--- src/rtl/nvram_seq.sv ---
// NVRAM sequencer: arbitrates CPU accesses to the working SRAM against bulk
// recall (EE -> SRAM) and store (SRAM -> EE) copies, with a download path into EE.
module nvram_seq #(
    parameter logic AUTO_RECALL = 1'b1
) (
    input  logic       cl,
    input  logic       reset_n,
    input  logic       cpu_req,
    input  logic       cpu_rw,
    input  logic [7:0] cpu_ad,
    input  logic [3:0] cpu_wd,
    output logic [3:0] cpu_rd,
    output logic       cpu_ack,
    input  logic       recall,
    input  logic       store,
    input  logic       dl_en,
    input  logic [7:0] dl_ad,
    input  logic [3:0] dl_dt,
    output logic [7:0] sram_ad,
    output logic       sram_we,
    output logic [3:0] sram_wd,
    input  logic [3:0] sram_rd,
    output logic [7:0] ee_ad,
    output logic       ee_we,
    output logic [3:0] ee_wd,
    input  logic [3:0] ee_rd,
    output logic       busy
);

    localparam logic [2:0] IDLE     = 3'd0;
    localparam logic [2:0] CPU_RD   = 3'd1;
    localparam logic [2:0] CPU_DONE = 3'd2;
    localparam logic [2:0] RCL_RD   = 3'd3;
    localparam logic [2:0] RCL_WR   = 3'd4;
    localparam logic [2:0] STO_RD   = 3'd5;
    localparam logic [2:0] STO_WR   = 3'd6;

    logic [2:0] state;
    logic [7:0] cnt;
    logic       rcl_pend;
    logic       sto_pend;
    logic       start_rcl;
    logic       start_sto;
    logic       start_cpu;
    logic       last;

    always_comb begin
        start_rcl = (state == IDLE) && rcl_pend;
        start_sto = (state == IDLE) && !rcl_pend && sto_pend;
        start_cpu = (state == IDLE) && !rcl_pend && !sto_pend && cpu_req;
        last      = (cnt == 8'hFF);
    end

    always_ff @(posedge cl or negedge reset_n) begin
        if (!reset_n) begin
            state    <= IDLE;
            cnt      <= 8'd0;
            rcl_pend <= AUTO_RECALL;
            sto_pend <= 1'b0;
            cpu_rd   <= 4'd0;
        end else begin
            // A pulse coinciding with the start of its own copy stays pending.
            rcl_pend <= recall | (rcl_pend & ~start_rcl);
            sto_pend <= store  | (sto_pend & ~start_sto);
            case (state)
                IDLE: begin
                    if (start_rcl) begin
                        state <= RCL_RD;
                        cnt   <= 8'd0;
                    end else if (start_sto) begin
                        state <= STO_RD;
                        cnt   <= 8'd0;
                    end else if (start_cpu) begin
                        state <= cpu_rw ? CPU_DONE : CPU_RD;
                    end
                end
                CPU_RD: begin
                    cpu_rd <= sram_rd;
                    state  <= CPU_DONE;
                end
                CPU_DONE: begin
                    if (!cpu_req) state <= IDLE;
                end
                RCL_RD: begin
                    if (!dl_en) state <= RCL_WR;
                end
                RCL_WR: begin
                    cnt   <= cnt + 8'd1;
                    state <= last ? IDLE : RCL_RD;
                end
                STO_RD: begin
                    state <= STO_WR;
                end
                STO_WR: begin
                    if (!dl_en) begin
                        cnt   <= cnt + 8'd1;
                        state <= last ? IDLE : STO_RD;
                    end
                end
                default: state <= IDLE;
            endcase
        end
    end

    // Strobes are gated by reset_n so they drop the instant reset asserts.
    always_comb begin
        busy    = (state == RCL_RD) || (state == RCL_WR) ||
                  (state == STO_RD) || (state == STO_WR);
        cpu_ack = (state == CPU_DONE);
        sram_we = reset_n && ((start_cpu && cpu_rw) || (state == RCL_WR));
        sram_ad = ((state == RCL_WR) || (state == STO_RD) || (state == STO_WR)) ? cnt : cpu_ad;
        sram_wd = (state == RCL_WR) ? ee_rd : cpu_wd;
        ee_we   = reset_n && (dl_en || (state == STO_WR));
        ee_ad   = dl_en ? dl_ad : cnt;
        ee_wd   = dl_en ? dl_dt : sram_rd;
    end

endmodule

--- config.mk ---
export PLATFORM = sky130hd
export DESIGN_NAME = nvram_seq
export DESIGN_NICKNAME = d
export VERILOG_FILES = /design/src/rtl/nvram_seq.sv
export SDC_FILE = /design/constraint.sdc
export NUM_CORES = 1
export LEC_CHECK = 0
export CORE_UTILIZATION = 55
export CTS_CLUSTER_DIAMETER = 50
export DETAILED_ROUTE_END_ITERATION = 7
export DONT_BUFFER_PORTS = 1
export GPL_TIMING_DRIVEN = 0
export HOLD_SLACK_MARGIN = 0.15
export PLACE_DENSITY = 0.7
export SLEW_MARGIN = 40
export SYNTH_ARGS = -nofsm -noshare
export SYNTH_HDL_FRONTEND = slang
export SYNTH_SLANG_ARGS = --single-unit
--- constraint.sdc ---
create_clock -name cl -period 3.6 [get_ports cl]
set_clock_uncertainty 0.05 [all_clocks]
set_input_delay 0.9 -clock cl [delete_from_list [all_inputs] [get_ports cl]]
set_output_delay 0.9 -clock cl [all_outputs]
set_load 0.05 [all_outputs]
==> run summary <==
WL/cell: 18.39 µm
Initial Utilization: 61.04%
R2r endpoint: state[0]$_DFFE_PN0P_
Seq/Total Area, Yosys: 33.90%
Req. time, crit path: 2.65 ns
Cells after Synth: 129
Post-CTS Setup Repair Bufs: 0
Chip Height: 49.84 µm
CP Cell Sequence: clkbuf_1 > buf_1 > a21oi_1 > nor2b_2
Core ar.: 2062 µm²
Storage cell area: 426.7 µm²
Pint: 459.5 µW
Worst path slowest cell: buf_1
Largest area contributor in the netlist: dfrtp_1
Slowest Stage Delay on Critical Path: 0.48 ns
Avg Vias per Cell: 6.484
Setup Viol. Count Final: 0
TritonRoute pass-1 iters: 4
P per Cell Area: 767.8 nW/µm²
Final nets: 175
Syn. warnings: 0
Remaining antenna violation count after routing: 0
GRT Overall Usage: 24.87%
Mapped Nets: 169
Register bit total from synthesis: 17
Most numerous cell in the Yosys netlist: mux2_2
Via count of the first global-routing pass: 962
Worst Setup EP: ee_we
RR Startpoint: cnt[0]$_DFFE_PN0P_
Fin. Hold Viols: 0
Crit path max-delay family: buffers and inverters
Worst-path clk slew: 0.11 ns
Die ar.: 2484 µm²
Clk_lat worst skew: 0.29 ns
Max VDD drop: 0.0005932 V
Netlist cell types: 38
Static Leak: 0.0005266 µW
CTS tree: built
Reg2reg path depth: 5
Number of port buffers: 0
I/O pin count: 71
Routed WL: 2960 µm
Met1 Track Usage GR: 31.40%
Antenna cells: 0
Initial antenna violation count: 0
Synth Flop Type: dfrtp_1
CP bufs+invs: 2
Fmax: 299.6 MHz
Final period utilization: 92.72%
Slew @ Worst Pin: 0.8215 ns
Setup TNS: 0 ns
Top cells by area, synth: dfrtp_1 32%, mux2_2 25%, nor2_1 3.6%, xnor2_1 3.5%, nand3_1 2.4%
Most instantiated cells after synthesis: 28 x mux2_2, 16 x dfrtp_1, 12 x nor2_1
HP Class: input pin to asynchronous set/reset pin
Min Tclk post-route: 3.338 ns
Comb pwr share: 54.5%
Gr ovfl total: 0
Clk pwr share: 9.7%
DR DRC count: 0
Critical Path Fanout Max: 10
Chip Width: 49.84 µm
Register-to-register setup slack: 1.86 ns
M2 GR Usage: 38.51%
RSZ-0062 raised after global routing: no
Syn Area/Cell: 9.757 µm²
Post-synth EDFFs: 0
Sw frac: 55.62%
H-tree lvl count: 1
Post-synth top area share: 31.81%
Busiest layer in global routing: met2
CTS max path bufs: 2
Psw: 576.0 µW
Hold_ws: 0.2345 ns
Max cap viols: 0
CTS Buf Count: 3
Multi-input gate area: 814.5 µm²
Hold Buf Count CTS: 0
First DRT Iteration DRCs: 19
DP HPWL: 2264 µm
Max-slew violations: 0
Critical Path Source: dl_en
GR Util met3: 7.716%
Share of cells above drive strength 1: 31.34%
Sequential power share: 35.8%
Worst Setup End Kind: primary output
Pin count of the biggest net entering global routing: 20
Row cnt: 16
RePlAce Congestion: 0.8116
Vias: 1044
Cell Area, Synth: 1259 µm²
Root buffer cell: clkbuf_4
Post-CTS sizing: 0
Kind of critical path: input pin to primary output
CP arrival: 2.39 ns
FFs w/ async S/R, synth: 100.0%
Slew Limit Headroom: 44.99%
CTS sink count: 17
Worst path depth: 4
Outcome: finished clean
Startpoint Class: input pin
First-pass GRT wire length: 4560 µm
Fill cell count: 177
Synthesis-to-layout area growth: 7.157%
power by group through the flow:
stage | logic (µW) | clock network (µW) | registers (µW)
floorplan | 491 | 0 | 363
global placement | 537 | 0 | 374
detailed placement | 561 | 0 | 376
CTS | 563 | 103 | 372
global route | 601 | 113 | 377
finish | 564 | 100 | 371
cell families (layout without fill, tap and decap cells):
logic type,after synthesis,in the layout,synth area share (%)
and+or+nand+nor,44,44,17.89
muxes,29,29,25.84
AOI/OAI and AO/OA,25,25,14.81
DFF,17,17,33.90
buffers and inverters,8,13,3.080
xor gates and xnor gates,5,5,3.479
adders and majority gates,1,1,0.9939
how the worst min path moves through the flow:
stage	end	cells past startpoint
finish	state[1]$_DFFE_PN0P_	0
CTS	state[1]$_DFFE_PN0P_	0
detailed placement	rcl_pend$_DFF_PN1_	1
global route	cnt[0]$_DFFE_PN0P_	0
global placement	rcl_pend$_DFF_PN1_	1
floorplan	cnt[5]$_DFFE_PN0P_	2
cell type report:
cell class,instances,share of cell area [%]
clock buffers,3,1.670
flip-flops and latches,17,31.63
clock inverters,1,0.3711
plain buffers,7,2.597
multi-input cells,104,60.39
well taps,27,2.505
inverters,1,0.2783
repair buffers,1,0.5566
registers in the layout, summed over array words and instances (netlist names):
signal and cells:
cnt 8, cpu_rd 4, rcl_pend 1, state 3, sto_pend 1
cells in the final DEF, fill, tap and decap left out, drive strengths merged, types with 2 or more instances in the layout:
master  synthesis  final
or4             2      2
nand2b          2      2
nor2           12     12
a21o            4      4
mux2           28     28
dfrtp          16     16
o21bai          2      2
clkbuf          4      7
nand2           8      8
a211oi          4      4
a21oi           4      4
o21ai           3      3
nor3            2      2
or3             2      2
o211ai          3      3
nor4b           2      2
xnor2           5      5
nand3           6      6
nor2b           2      2
buf             3      4
metal layers:
metal / part of all wire (%) / wire [µm] / up-vias
li1: - / - / 486
met1: 42 / 1237 / 502
met2: 49 / 1460 / 50
met3: 6.8 / 201 / 6
met4: 2.0 / 60 / 0
met5: 0 / 0 / -
metrics by stage:
step	area [µm²]	util [%]	instances	total power (µW)	setup slack (ns)
detailed placement	1321	64.08	157	936.2	0.2557
floorplan	1259	-	129	853.8	0.06051
CTS	1349	65.41	161	1037	0.2669
finish	1349	65.41	161	1036	0.2619
global placement	1292	62.68	156	911.5	0.01315
global route	1349	65.41	161	1091	0.1775
worst reg2reg max path, stage by stage (launching register included):
cell	delay [ns]
dfrtp_1	0.48
ha_1	0.22
inv_1	0.07
or3_1	0.44
a211oi_1	0.31
nor2_1	0.07
(Power assumes the default switching activity.)
